`src/rtl/fp_pkg.sv`:
```
// Shared float16 field definitions and the float-to-int converter state encoding.
package fp_pkg;

    localparam int unsigned EXP_W     = 5;
    localparam int unsigned MAN_W     = 11;
    localparam int unsigned INT_W     = 16;
    localparam int unsigned BIAS      = 15;
    localparam int unsigned MAX_RSH   = 11;
    localparam int unsigned EXP_SAT   = 30;
    // Exponent at which the 11-bit significand is already an integer (no shift needed).
    localparam int unsigned EXP_UNITY = BIAS + 10;

    typedef enum logic [2:0] {
        IDLE,
        LOAD,
        SHIFT,
        FIX,
        DONE
    } f2i_state_t;

    typedef struct packed {
        logic             sign;
        logic [EXP_W-1:0] exp;
        logic [MAN_W-1:0] mant;
    } fp16_fields_t;

endpackage

```
`src/rtl/int_sat_neg.sv`:
```
// Applies sign and saturation to the shifted magnitude, producing the final int16 result.
module int_sat_neg
    import fp_pkg::*;
(
    input  logic             sign_i,
    input  logic             sat_i,
    input  logic [INT_W-2:0] acc_i,
    output logic [INT_W-1:0] int_o,
    output logic             sat_o
);

    logic [INT_W-1:0] mag;

    always_comb begin
        mag   = {1'b0, acc_i};
        sat_o = sat_i;
        if (sat_i) begin
            int_o = sign_i ? {1'b1, {(INT_W-1){1'b0}}} : {1'b0, {(INT_W-1){1'b1}}};
        end else if (sign_i) begin
            // Negating a zero magnitude yields zero, so -0 needs no special case.
            int_o = -mag;
        end else begin
            int_o = mag;
        end
    end

endmodule

```
`src/rtl/flt16_to_int16.sv`:
```
// Iterative float16-to-int16 converter: one shift per cycle, truncating toward zero, saturating.
module flt16_to_int16
    import fp_pkg::*;
(
    input  logic             Clk,
    input  logic             Reset,
    input  logic             Start,
    input  logic             Sign,
    input  logic [EXP_W-1:0] Exp,
    input  logic [MAN_W-1:0] Mant,
    output logic [INT_W-1:0] IntOut,
    output logic             Sat,
    output logic             Busy,
    output logic             Done
);

    localparam int unsigned AccW = INT_W - 1;
    localparam int unsigned CntW = 4;

    f2i_state_t       state_q;
    fp16_fields_t     fields_q;
    logic [AccW-1:0]  acc_q;
    logic [CntW-1:0]  cnt_q;
    logic             dir_left_q;
    logic             sat_flag_q;
    logic [INT_W-1:0] int_out_q;
    logic             sat_q;
    logic             busy_q;
    logic             done_q;

    logic [AccW-1:0]  load_acc;
    logic [CntW-1:0]  load_cnt;
    logic             load_left;
    logic             load_sat;
    logic [EXP_W-1:0] rsh;
    logic [INT_W-1:0] fix_int;
    logic             fix_sat;

    // Shift setup derived from the captured operand; consumed in LOAD.
    always_comb begin
        load_acc  = {{(AccW-MAN_W){1'b0}}, fields_q.mant};
        load_cnt  = '0;
        load_left = 1'b0;
        load_sat  = 1'b0;
        rsh       = EXP_W'(EXP_UNITY) - fields_q.exp;
        if (fields_q.exp == '0) begin
            load_acc = '0;
        end else if (fields_q.exp >= EXP_W'(EXP_SAT)) begin
            load_sat = 1'b1;
        end else if (fields_q.exp >= EXP_W'(EXP_UNITY)) begin
            load_left = 1'b1;
            load_cnt  = CntW'(fields_q.exp - EXP_W'(EXP_UNITY));
        end else if (rsh > EXP_W'(MAX_RSH)) begin
            load_cnt = CntW'(MAX_RSH);
        end else begin
            load_cnt = CntW'(rsh);
        end
    end

    int_sat_neg u_int_sat_neg (
        .sign_i (fields_q.sign),
        .sat_i  (sat_flag_q),
        .acc_i  (acc_q),
        .int_o  (fix_int),
        .sat_o  (fix_sat)
    );

    always_ff @(posedge Clk) begin
        if (!Reset) begin
            state_q    <= IDLE;
            fields_q   <= '0;
            acc_q      <= '0;
            cnt_q      <= '0;
            dir_left_q <= 1'b0;
            sat_flag_q <= 1'b0;
            int_out_q  <= '0;
            sat_q      <= 1'b0;
            busy_q     <= 1'b0;
            done_q     <= 1'b0;
        end else begin
            unique case (state_q)
                IDLE, DONE: begin
                    if (Start) begin
                        fields_q <= '{sign: Sign, exp: Exp, mant: Mant};
                        state_q  <= LOAD;
                        busy_q   <= 1'b1;
                        done_q   <= 1'b0;
                    end
                end
                LOAD: begin
                    acc_q      <= load_acc;
                    cnt_q      <= load_cnt;
                    dir_left_q <= load_left;
                    sat_flag_q <= load_sat;
                    state_q    <= (load_cnt == '0) ? FIX : SHIFT;
                end
                SHIFT: begin
                    if (cnt_q == '0) begin
                        state_q <= FIX;
                    end else begin
                        acc_q <= dir_left_q ? (acc_q << 1) : (acc_q >> 1);
                        cnt_q <= cnt_q - 1'b1;
                    end
                end
                FIX: begin
                    int_out_q <= fix_int;
                    sat_q     <= fix_sat;
                    busy_q    <= 1'b0;
                    done_q    <= 1'b1;
                    state_q   <= DONE;
                end
                default: state_q <= IDLE;
            endcase
        end
    end

    assign IntOut = int_out_q;
    assign Sat    = sat_q;
    assign Busy   = busy_q;
    assign Done   = done_q;

endmodule

```
`config.mk`:
```
export PLATFORM = sky130hd
export DESIGN_NAME = flt16_to_int16
export DESIGN_NICKNAME = d
export VERILOG_FILES = /design/src/rtl/fp_pkg.sv /design/src/rtl/int_sat_neg.sv /design/src/rtl/flt16_to_int16.sv
export SDC_FILE = /design/constraint.sdc
export NUM_CORES = 1
export LEC_CHECK = 0
export CAP_MARGIN = 30
export CORE_MARGIN = 2
export CORE_UTILIZATION = 56
export DETAILED_ROUTE_END_ITERATION = 10
export GPL_TIMING_DRIVEN = 0
export PLACE_DENSITY = 0.91
export SYNTH_ARGS = -nofsm -noshare
export SYNTH_HDL_FRONTEND = slang
export SYNTH_SLANG_ARGS = --single-unit
```
`constraint.sdc`:
```
create_clock -name Clk -period 2.7 [get_ports Clk]
set_input_delay 0.27 -clock Clk [delete_from_list [all_inputs] [get_ports Clk]]
set_output_delay 0.27 -clock Clk [all_outputs]
set_load 0.02 [all_outputs]
```
* Yosys cells after proc, flatten, opt, wreduce, memory -nomap -nowiden
Cells that the tools add are included.
Word-level totals: bits in registers 60, bits of input ports 20, output and inout port bits 19, word-level logic and storage cells 63
Cells by class: $add $sub $neg 4, $lt $le $gt $ge 3, equal/unequal tests 7, muxes and demuxes 26, reduce and logical (&&, ||, !) cells 11
Operators by type and width (count):
- two-way mux 16 bit | 3
- two-way mux 15 bit | 2
- one-hot mux 15 bit (2 select lines) | 1
- two-way mux 4 bit | 5
- negation 15 -> 16 bit | 1
- one-hot mux 3 bit (4 select lines) | 1
- two-way mux 11 bit | 1
- >= comparator 5 bit (second input constant) | 2
- logical NOT 4 bit | 2
- two-way mux 1 bit | 8
- one-hot mux 4 bit (2 select lines) | 1
- AND reduction 2 bit | 4
- == test 3 x 2 -> 1 bit (second input constant) | 2
- two-way mux 3 bit | 2
- inequality test 2 bit (second input constant) | 3
- greater-than comparator 5 x 4 -> 1 bit (second input constant) | 1
- logical NOT 5 bit | 1
- subtractor 5 bit (first input constant) | 1
- one-hot mux 1 bit (2 select lines) | 2
- nonzero test 2 bit | 2
- subtractor 4 x 1 -> 4 bit (second input constant) | 1
- subtractor 4 bit (second input constant) | 1
- == test 3 x 1 -> 1 bit (second input constant) | 1
- == test 3 bit (second input constant) | 1
- 2 further kinds | 2

* Longest topological paths before layout
depth in word-level cells 9, mapped depth 8, mapped depth without buffers 7

* By module
From an unflattened synthesis, not the netlist that was laid out.
Second synthesis, totals: cell total of the unflattened synthesis 426, area, all modules 3379.5 µm²
Modules (own cells, without submodules):
- flt16_to_int16 | times used 1, cells an instance 334, area an instance 2750.1 µm²
- int_sat_neg | times used 1, cells an instance 92, area an instance 629.4 µm²

* Worst setup path after synthesis
OpenSTA, ideal clock, no wires.
kind flip-flop to flip-flop, start reg acc_q[3], end reg int_out_q[14], in the netlist IntOut[14], arrival 2.286 ns, data required time 2.571 ns, setup slack 0.285 ns, stages on the path, launching flop included 8, buffers on the path 2, clock period less this slack 2.415 ns, cells stage by stage dfxtp_1 > buf_6 > or4_4 > buf_6 > or3_4 > or4_4 > a2111oi_4 > a211oi_2
Between the ends: word-level cells in the longest chain between the ends 3
RTL lines:
- start, declared | line flt16_to_int16.sv:22 | logic [AccW-1:0] acc_q;
- start signal, assigned | line flt16_to_int16.sv:91 | acc_q <= load_acc;
- start signal, assigned | line flt16_to_int16.sv:101 | acc_q <= dir_left_q ? (acc_q << 1) : (acc_q >> 1);
- negation 15 -> 16 bit | line int_sat_neg.sv:21 | int_o = -mag;
- two-way mux 16 bit | line int_sat_neg.sv:19 | end else if (sign_i) begin
- two-way mux 16 bit | line int_sat_neg.sv:17 | if (sat_i) begin
- end signal, assigned | line flt16_to_int16.sv:106 | int_out_q <= fix_int;
- end, declared | line flt16_to_int16.sv:26 | logic [INT_W-1:0] int_out_q;
Every way passes these cells. A chain may end at the register's enable or synchronous reset.

* Worst setup path in the final report
Same ends and word-level chain as after synthesis.

==> reports/summary.txt <==
========================================================================================================
TritonRoute pass-1 iters                                                                               6
Number of buffers inserted during clock tree synthesis                                                 9
Cell internal power dissipation                                                                  1950 µW
Number of setup violations in the final report                                                         0
Type of the setup path with the least slack                                                 register to register
Fraction of synthesized cell area in xor and xnor cells                                           0.821%
Mean instance size in the synthesized netlist                                                   7.88 µm²
Fraction of the mapped netlist area in adder cells                                                 2.35%
Data required time at the worst endpoint                                                         2.93 ns
Floorplan row count                                                                                   27
Residual DRC                                                                                           0
Post-synthesis instance area                                                                    3200 µm²
Floorplan core area                                                                             5510 µm²
Max-cap violations                                                                                     0
Class of the tightest hold or removal check                                                 register to register
Reg2Reg Capture Point                                                                       IntOut[14]$_SDFFE_PN0P_
Compound-gate portion of the synthesized area                                                      24.1%
Total negative slack                                                                                0 ns
Post-layout util                                                                                   70.0%
Post-synth EDFFs                                                                                       0
TritonCTS clock tree                                                                                done
Routed wire length                                                                               8440 µm
Crit. End Element                                                                               register
Post-route met1 wirelength                                                                       3440 µm
Layout cells sized above 1                                                                         7.17%
Final routed wire length divided by cell count                                                   15.9 µm
Top post-synthesis cells by area                                                            dfxtp_1, a21oi_1, nor2_1
Fin crit period                                                                                  2.55 ns
Number of cells upsized or downsized after cts                                                         0
Register-to-Register Setup Slack                                                                 0.15 ns
Worst Setup SP                                                                              acc_q[3]$_SDFFE_PN0P_
Synthesized net count                                                                                432
Final Hold Viols                                                                                       0
Post-CTS Setup Inserts                                                                                 0
Worst-Skew Late Latency                                                                          0.34 ns
IO Port Bufs                                                                                          38
Wire length of the first global-routing pass                                                    13700 µm
Crit-path max FO                                                                                      10
Wire length on met2                                                                              3910 µm
Initial Utilization                                                                                58.1%
Cell chosen for the clock root                                                                  clkbuf_8
Clock H-tree levels                                                                                    3
Max layer used                                                                                      met4
Leading register cell type out of synthesis                                                      dfxtp_1
Area of the die                                                                                 6330 µm²
Number of antenna diodes                                                                               0
Overflow left after global routing                                                                     0
Met3 WL                                                                                           813 µm
Maximum clock path buffer count                                                                        2
Synth-to-layout area growth                                                                        20.5%
Die Wd                                                                                           79.6 µm
Remaining max-slew budget at the tightest pin                                                      51.1%
Relative contribution of combinational cells to total power                                        38.9%
Synth top cells by count                                                                    dfxtp_1, a21oi_1, nor2_1, nand2_1, clkbuf_1
Final period util                                                                                  94.3%
Psw                                                                                              1200 µW
Simple-gate portion of the synthesized area                                                        24.4%
Run status                                                                                  complete, no violations
Worst Setup EP                                                                              IntOut[14]$_SDFFE_PN0P_
Synth async-reset ratio                                                                               0%
Clock tree skew after final layout                                                            0.00424 ns
Worst Path Arrival                                                                               2.77 ns
Residual antenna-violating net count after detailed routing                                            0
Register area share after synthesis                                                                37.5%
Cell type with the highest aggregate area in the netlist                                         dfxtp_1
Total routing resource utilization after global routing                                            28.0%
Number of sinks driven by the clock tree                                                              60
Total Nets Final                                                                                     481
Detailed-route vias per instance                                                                    6.14
Synthesis warning total                                                                                0
Count of pins over their slew limit                                                                    0
Post-synthesis register bit count                                                                     60
Initial antenna violation count                                                                        0
CP Launch Type                                                                                  register
DRC violation total after the first TritonRoute iteration                                            369
Routability Congestion                                                                             0.928
Worst r2r path cells                                                                                   7
Startpoint of the worst register-to-register path                                           acc_q[3]$_SDFFE_PN0P_
Most used standard cell by instance count after synthesis                                        dfxtp_1
Leakage power                                                                                 0.00132 µW
Post-CTS clock slew at the launch and capture registers of the worst setup and hold paths        0.07 ns
Ratio of total power to cell area                                                             816 nW/µm²
Via count of the first global-routing pass                                                          2992
Multiplexer share of the synthesized area                                                          5.63%
Max Clock Freq                                                                                   393 MHz
Post-CTS Hold Fix Bufs                                                                                 0
Clock power share                                                                                  24.6%
Maximum number of pins on one net before global-route repair                                          11
Post-DP HPWL                                                                                     5860 µm
Total number of vias                                                                                3265
RSZ-0062 raised after global routing                                                               false
Measured slew at the worst slew-check pin                                                       0.724 ns
Switch share                                                                                       38.1%
Fraction of power consumed by sequential logic                                                     36.5%
Number of unique standard cell types used by synthesis                                                55
Share of the synthesized area in the top cell type                                                 37.5%
Worst hold path startpoint                                                                  IntOut[5]$_SDFFE_PN0P_
# IOs                                                                                                 39
Dominant combinational cell family by area after synthesis                                  simple AND/OR/NAND/NOR gates
DIE HEIGHT                                                                                       79.6 µm
Cell count after synthesis                                                                           406
Maximum vdd drop                                                                              0.000413 V
========================================================================================================
[power by group through the flow]
stage / registers, µW / logic, µW / clock network [µW]
floorplan: 1140 / 886 / 0
global placement: 1150 / 1130 / 0
detailed placement: 1160 / 1180 / 0
CTS: 1140 / 1190 / 786
global route: 1160 / 1320 / 819
finish: 1150 / 1220 / 773
[placed cells by master (no fill, tap or decap), drive strengths merged, types with 7 or more instances in the layout]
| cell type | n |
|---|---|
| nand2 | 45 |
| or4 | 7 |
| dfxtp | 60 |
| nand2b | 7 |
| o21ai | 21 |
| mux2i | 18 |
| clkbuf | 40 |
| clkdlybuf4s50 | 38 |
| nor2 | 51 |
| inv | 9 |
| a211oi | 17 |
| a21oi | 54 |
| nor3 | 12 |
[registers in the layout, indices dropped and copies added, names as in the netlist]
name        flops
Done            1
Sat             1
IntOut         16
dir_left_q      1
cnt_q           4
acc_q          15
sat_flag_q      1
state_q         3
Busy            1
fields_q       17
[how the worst min path moves through the flow]
stage / slack (ns) / endpoint / depth (start not counted)
after detailed placement: 0.45 / fields_q[8]$_SDFFE_PN0P_ / 2
after global routing: 0.47 / fields_q[6]$_SDFFE_PN0P_ / 3
final: 0.45 / IntOut[5]$_SDFFE_PN0P_ / 2
after CTS: 0.45 / fields_q[4]$_SDFFE_PN0P_ / 3
after floorplan: 0.41 / fields_q[0]$_SDFFE_PN0P_ / 2
after global placement: 0.44 / IntOut[5]$_SDFFE_PN0P_ / 2
[critical path: stages, from the launching register on]
cell,delay [ns]
dfxtp_1,0.31
buf_6,0.14
or4_4,0.53
buf_6,0.15
or3_4,0.37
or4_4,0.45
a2111oi_4,0.39
a211oi_2,0.08
[kinds of logic after synthesis]
family / after synthesis
AO/OA/AOI/OAI: 121
XOR/XNOR: 3
adder cells (fa/ha/maj): 6
buffers and inverters: 40
flip-flops: 60
multiplexers: 18
AND/OR/NAND/NOR: 158
[cell type report]
class	count	area [µm²]
buffer	31	131
clock buffer	11	131
fill	450	1650
sequential	60	1200
tap	72	90.1
timing repair buffer	38	380
clock inverter	5	52.6
multi-input combinational	306	1830
inverter	9	33.8
[stage by stage]
step | cell area [µm²] | setup slack (ns) | hold slack [ns] | power (µW) | std cells
after floorplan | 3200 | 0.285 | 0.406 | 2030 | 406
after global placement | 3670 | 0.237 | 0.443 | 2280 | 516
after detailed placement | 3670 | 0.168 | 0.450 | 2340 | 516
after CTS | 3850 | 0.159 | 0.454 | 3120 | 532
after global routing | 3850 | 0.0991 | 0.473 | 3300 | 532
final | 3850 | 0.155 | 0.455 | 3140 | 532
[metal layers]
layer,vias up,GRT usage (%)
met5,-,0
met4,0,15.0
met3,31,7.13
met2,194,45.5
met1,1485,33.9
li1,1555,-
No activity file was read; power rests on OpenSTA's default activity.
